**src/rtl/mem_access_unit.sv**
```systemverilog
// Initiator side of the word-addressed data memory: byte/half/word loads and stores,
// sub-word stores done as read-modify-write, with a done/err completion handshake.
module mem_access_unit #(
    parameter int unsigned ADDR_W = 12
) (
    input  logic              i_clk,
    input  logic              i_reset,
    input  logic              i_req,
    input  logic              i_we,
    input  logic [2:0]        i_op,
    input  logic [31:0]       i_addr,
    input  logic [31:0]       i_wdata,
    output logic [31:0]       o_rdata,
    output logic              o_done,
    output logic              o_err,
    output logic              o_busy,
    output logic              o_mem_we,
    output logic [ADDR_W-1:0] o_mem_addr,
    output logic [31:0]       o_mem_wd,
    input  logic [31:0]       i_mem_rd
);

    typedef enum logic [2:0] {
        StIdle,
        StLoad,
        StMerge,
        StStore,
        StResp
    } state_e;

    localparam logic [1:0] SzByte = 2'b00;
    localparam logic [1:0] SzHalf = 2'b01;
    localparam logic [1:0] SzWord = 2'b10;
    localparam logic [1:0] SzBad  = 2'b11;

    state_e            r_state;
    logic [ADDR_W-1:0] r_waddr;
    logic [1:0]        r_off;
    logic [1:0]        r_size;
    logic              r_uns;
    logic [15:0]       r_wdata;
    logic [31:0]       r_merge;
    logic              r_err;
    logic [31:0]       r_rdata;

    state_e            w_state_nxt;
    logic [ADDR_W-1:0] w_waddr_nxt;
    logic [1:0]        w_off_nxt;
    logic [1:0]        w_size_nxt;
    logic              w_uns_nxt;
    logic [15:0]       w_wdata_nxt;
    logic [31:0]       w_merge_nxt;
    logic              w_err_nxt;
    logic [31:0]       w_rdata_nxt;

    logic              w_bad;
    logic [7:0]        w_byte;
    logic [15:0]       w_half;
    logic [31:0]       w_load;
    logic [31:0]       w_merged;
    logic              w_unused_addr;

    // Byte-address bits above the word-address field do not reach the memory.
    assign w_unused_addr = ^i_addr[31:ADDR_W+2];

    // Request decode in IDLE: misaligned half/word or the reserved size is an error.
    always_comb begin
        w_bad = 1'b0;
        unique case (i_op[1:0])
            SzByte: w_bad = 1'b0;
            SzHalf: w_bad = i_addr[0];
            SzWord: w_bad = (i_addr[1:0] != 2'b00);
            SzBad:  w_bad = 1'b1;
            default: w_bad = 1'b1;
        endcase
    end

    // Little-endian lane selection and extension of the load result.
    always_comb begin
        w_byte = 8'h00;
        unique case (r_off)
            2'd0: w_byte = i_mem_rd[7:0];
            2'd1: w_byte = i_mem_rd[15:8];
            2'd2: w_byte = i_mem_rd[23:16];
            2'd3: w_byte = i_mem_rd[31:24];
            default: w_byte = 8'h00;
        endcase
        w_half = r_off[1] ? i_mem_rd[31:16] : i_mem_rd[15:0];
        unique case (r_size)
            SzByte: w_load = {{24{w_byte[7] & ~r_uns}}, w_byte};
            SzHalf: w_load = {{16{w_half[15] & ~r_uns}}, w_half};
            default: w_load = i_mem_rd;
        endcase
    end

    // Replace the addressed lane of the current memory word with the store data.
    always_comb begin
        w_merged = i_mem_rd;
        if (r_size == SzByte) begin
            w_merged[{r_off, 3'b000} +: 8] = r_wdata[7:0];
        end else begin
            w_merged[{r_off[1], 4'b0000} +: 16] = r_wdata;
        end
    end

    always_comb begin
        w_state_nxt = r_state;
        w_waddr_nxt = r_waddr;
        w_off_nxt   = r_off;
        w_size_nxt  = r_size;
        w_uns_nxt   = r_uns;
        w_wdata_nxt = r_wdata;
        w_merge_nxt = r_merge;
        w_err_nxt   = r_err;
        w_rdata_nxt = r_rdata;
        unique case (r_state)
            StIdle: begin
                if (i_req) begin
                    w_waddr_nxt = i_addr[ADDR_W+1:2];
                    w_off_nxt   = i_addr[1:0];
                    w_size_nxt  = i_op[1:0];
                    w_uns_nxt   = i_op[2];
                    w_wdata_nxt = i_wdata[15:0];
                    w_err_nxt   = w_bad;
                    if (w_bad) begin
                        w_state_nxt = StResp;
                    end else if (!i_we) begin
                        w_state_nxt = StLoad;
                    end else if (i_op[1:0] == SzWord) begin
                        w_merge_nxt = i_wdata;
                        w_state_nxt = StStore;
                    end else begin
                        w_state_nxt = StMerge;
                    end
                end
            end
            StLoad: begin
                w_rdata_nxt = w_load;
                w_state_nxt = StResp;
            end
            StMerge: begin
                w_merge_nxt = w_merged;
                w_state_nxt = StStore;
            end
            StStore: w_state_nxt = StResp;
            StResp:  w_state_nxt = StIdle;
            default: w_state_nxt = StIdle;
        endcase
    end

    always_ff @(posedge i_clk) begin
        if (i_reset) begin
            r_state <= StIdle;
            r_waddr <= '0;
            r_off   <= '0;
            r_size  <= '0;
            r_uns   <= 1'b0;
            r_wdata <= '0;
            r_merge <= '0;
            r_err   <= 1'b0;
            r_rdata <= '0;
        end else begin
            r_state <= w_state_nxt;
            r_waddr <= w_waddr_nxt;
            r_off   <= w_off_nxt;
            r_size  <= w_size_nxt;
            r_uns   <= w_uns_nxt;
            r_wdata <= w_wdata_nxt;
            r_merge <= w_merge_nxt;
            r_err   <= w_err_nxt;
            r_rdata <= w_rdata_nxt;
        end
    end

    // Reset gates the write strobe so an op aborted in STORE never commits.
    assign o_mem_we   = (r_state == StStore) && !i_reset;
    assign o_mem_addr = r_waddr;
    assign o_mem_wd   = r_merge;
    assign o_busy     = (r_state != StIdle);
    assign o_done     = (r_state == StResp);
    assign o_err      = (r_state == StResp) && r_err;
    assign o_rdata    = r_rdata;

endmodule

```
**config.mk**
```make
export PLATFORM = sky130hd
export DESIGN_NAME = mem_access_unit
export DESIGN_NICKNAME = d
export VERILOG_FILES = /design/src/rtl/mem_access_unit.sv
export SDC_FILE = /design/constraint.sdc
export NUM_CORES = 1
export LEC_CHECK = 0
export ABC_CLOCK_PERIOD_IN_PS = 2400
export CAP_MARGIN = 20
export CORE_MARGIN = 10
export CORE_UTILIZATION = 34
export CTS_CLUSTER_SIZE = 40
export DETAILED_ROUTE_END_ITERATION = 7
export SLEW_MARGIN = 5
export SYNTH_ARGS = -nofsm -noshare
export SYNTH_HDL_FRONTEND = slang
export SYNTH_SLANG_ARGS = --single-unit
```
**constraint.sdc**
```tcl
create_clock -name i_clk -period 2.4 [get_ports i_clk]
set_input_delay 0.24 -clock i_clk [delete_from_list [all_inputs] [get_ports i_clk]]
set_output_delay 0.24 -clock i_clk [all_outputs]
set_load 0.01 [all_outputs]
```
==> flow_summary.yaml, run 1 <==
clock_tree:
  cts.sinks: 101
  postCtsHoldBufs: 0
  root_buffer: "clkbuf_16"
  cts_tree: "done"
  cts_buffers: 9
  clkTransAtPathRegs_ns: 0.07
  h-tree-depth: 3
  cts.path.max_buffers: 2
  clk_latency_ns: 0.36
route:
  wl_per_cell_um: 19.53
  first_pass_iters: 7
  drc_errors: 0
  vias: 6035
  detail-route-antenna-nets: 0
  wirelength_um: 21710
  drtIter0Drc: 493
  vias_per_cell: 5.427
cells_and_area:
  synthToLayoutAreaGrowth_pct: 38.07
  final_cell_mix: "clkdlybuf4s50_1 (163), a21oi_1 (105), dfxtp_1 (100)"
  fin_util: 0.4814
  final_common_cell: "clkdlybuf4s50_1"
  final_net_count: 995
  drive_gt1_frac: 0.09641
  n_antenna_cell: 0
global_route:
  use_met3: 0.05459
  grtUsageMet2: 0.2974
  antenna_found_initial: 0
  grt_pass1_wl_um: 33680
  track_usage: 0.1865
  grt_max_degree: 63
  use_met1: 0.2393
  busiest_layer: "met2"
  grt_pass1_vias: 5850
  grt-ovfl-total: 0
worst_setup_path:
  arrival_ns: 2.48
  cp_max_fo: 16
  end_kind: "register"
  critPathRequiredTime_ns: 2.67
  regToRegStartpoint: "r_off[1]"
  critPathLaunchType: "register"
  critPathKind: "reg2reg"
  crit_path_start: "r_off[1]"
  r2r_cells: 7
  r2r_end: "o_mem_wd[15]"
  reg2reg_slack_ns: 0.19
outcome:
  status: "finished, final reports clean"
hold_path:
  hold_class: "in2reg"
  worstHoldStart: "i_reset"
  holdPathStages: 2
  min_to: "o_rdata[27]"
yosys:
  syn_area_um2: 5823
  ys_seq_area_frac: 0.3472
  yosys_warnings: 0
  ys_seq_elements: 101
  ys_types: 49
  synth-main-ff-cell: "dfxtp_1"
  synth_edf_count: 0
  avgSynthCellArea_um2: 7.869
  synth_cells: 740
  ys_async_sr_fraction: 0
  synth_nets: 848
pwr:
  comb_power_share: 0.269
  clock_power_share: 0.325
  p_seq_frac: 0.406
  ir_drop_mv: 0.3953
  cellLeakagePower_nw: 2.812
  p_per_area_nw_per_um2: 572.7
  total_power_mw: 4.605
  p_sw_mw: 1.391
  p_int_mw: 3.213
  swShare: 0.3022
floorplanning:
  initial_core_util: 0.3487
  die_area_um2: 22760
  rows: 47
  ios: 183
  chipHeight_um: 150.9
  die_x_um: 150.9
  core_um2: 16700
sta:
  hold_violations: 0
  drv_slew: 0
  fin_crit_ns: 2.215
  fin_skew_ns: 0.01065
  rsz0062_at_grt: "no"
  max_slew_margin: 0.5146
  tightest_slew_ns: 0.7281
  tns_ns: 0
  setup_viol: 0
  fin_crit_sh: 0.9228
  whs_ns: 0.1316
  fmax_mhz: 451.5
  fin_ws_ns: 0.1854
placement:
  place_ws_ns: 0.1136
  hpwl_um: 16070
  gp_congestion: 0.9110
  port_buffers: 164
flow_run:
  cap_violations: 0
## metal layers
layer / vias up / share of wire
met1: 2814 / 0.44
met2: 205 / 0.46
met3: 22 / 0.083
met5: - / 0
li1: 2994 / -
met4: 0 / 0.018
## cells by family (layout without fill, tap and decap cells)
logic type | Yosys count | after routing | share of synthesized area
adder cells (fa/ha/maj) | 5 | 5 | 0.01074
AO/OA/AOI/OAI | 277 | 277 | 0.3212
buffers and inverters | 99 | 251 | 0.08401
AND/OR/NAND/NOR | 227 | 227 | 0.1829
multiplexers | 31 | 31 | 0.05393
flip-flops | 101 | 101 | 0.3472
## stage by stage
step | cell area [um2] | std cells
3_5_place_dp | 7724 | 1095
3_3_place_gp | 7719 | 1094
6_report | 8040 | 1112
2_1_floorplan | 5823 | 740
4_1_cts | 8018 | 1111
5_1_grt | 8040 | 1112
## sequential cells by signal, indices dropped and copies added (netlist names)
signal / flops
o_mem_addr: 12
r_size: 2
r_err: 1
r_wdata: 16
r_off: 2
o_rdata: 32
o_mem_wd: 32
r_state: 3
r_uns: 1
## cells in the mapped netlist (4+ instances only)
cell type | number | area share
buf_2 | 16 | 0.014
nand2b_1 | 7 | 0.0075
a211oi_1 | 50 | 0.064
o21ai_1 | 5 | 0.0043
dfxtp_1 | 101 | 0.35
a21oi_1 | 105 | 0.090
nor3_1 | 7 | 0.0060
inv_1 | 23 | 0.015
ha_1 | 5 | 0.011
nand3b_1 | 19 | 0.024
a211o_1 | 5 | 0.0075
a211oi_2 | 10 | 0.021
nand2_1 | 93 | 0.060
o22ai_1 | 16 | 0.017
a21o_1 | 6 | 0.0077
clkbuf_1 | 45 | 0.029
buf_6 | 11 | 0.021
o2111ai_1 | 6 | 0.0090
mux2i_1 | 28 | 0.048
a22o_1 | 5 | 0.0075
a22oi_1 | 13 | 0.017
nor2_1 | 56 | 0.036
a221o_1 | 8 | 0.014
nand3_1 | 20 | 0.017
and2_1 | 7 | 0.0075
a221oi_1 | 4 | 0.0060
o21ai_0 | 26 | 0.022
a222oi_1 | 7 | 0.012
## worst max-delay path, stage by stage, from the launching register on
cell	delay [ns]
dfxtp_2	0.35
inv_1	0.07
buf_4	0.14
ha_1	0.23
or3b_1	0.66
o22ai_1	0.21
o21ai_0	0.20
a211oi_1	0.26
## timing repair
action | CTS | global route
setup endpoints to repair | 0 | 22
gates resized for setup | 0 | 1
setup buffers | 0 | 1
## power groups by stage
stage / Sequential [mW] / Clock, mW / Combinational (mW)
6_report: 1.87 / 1.49 / 1.24
5_1_grt: 1.88 / 1.58 / 1.36
4_1_cts: 1.87 / 1.53 / 1.24
3_5_place_dp: 1.91 / 0 / 1.23
3_3_place_gp: 1.90 / 0 / 1.23
2_1_floorplan: 1.92 / 0 / 0.650
## worst max-delay path by stage
stage | depth (start not counted) | end | slack (ns)
2_1_floorplan | 11 | o_mem_wd[17] | 0.07
3_3_place_gp | 6 | o_mem_wd[2] | -0.007
3_5_place_dp | 6 | o_rdata[18] | 0.11
4_1_cts | 6 | o_rdata[30] | 0.11
5_1_grt | 5 | o_mem_wd[4] | 0.04
6_report | 7 | o_mem_wd[15] | 0.19
## area by class of cell
type | instances | area, um2
Fill cell | 1682 | 8661
Multi-Input combinational cell | 540 | 3327
Timing Repair Buffer | 212 | 2034
Sequential cell | 101 | 2023
Tap cell | 220 | 275.3
Clock buffer | 12 | 246.5
Inverter | 23 | 86.33
Clock inverter | 4 | 47.55
(Power assumes the default switching activity.)
==> run 2, diff against run 1 <==
--- a/config.mk
+++ b/config.mk
@@ -11,6 +11,7 @@
 export CORE_UTILIZATION = 34
 export CTS_CLUSTER_SIZE = 40
 export DETAILED_ROUTE_END_ITERATION = 7
+export HOLD_SLACK_MARGIN = 0.05
 export SLEW_MARGIN = 5
 export SYNTH_ARGS = -nofsm -noshare
 export SYNTH_HDL_FRONTEND = slang
==> results of run 2 <==
Same layout as run 1: the final DEF is identical, and so are final timing and power.
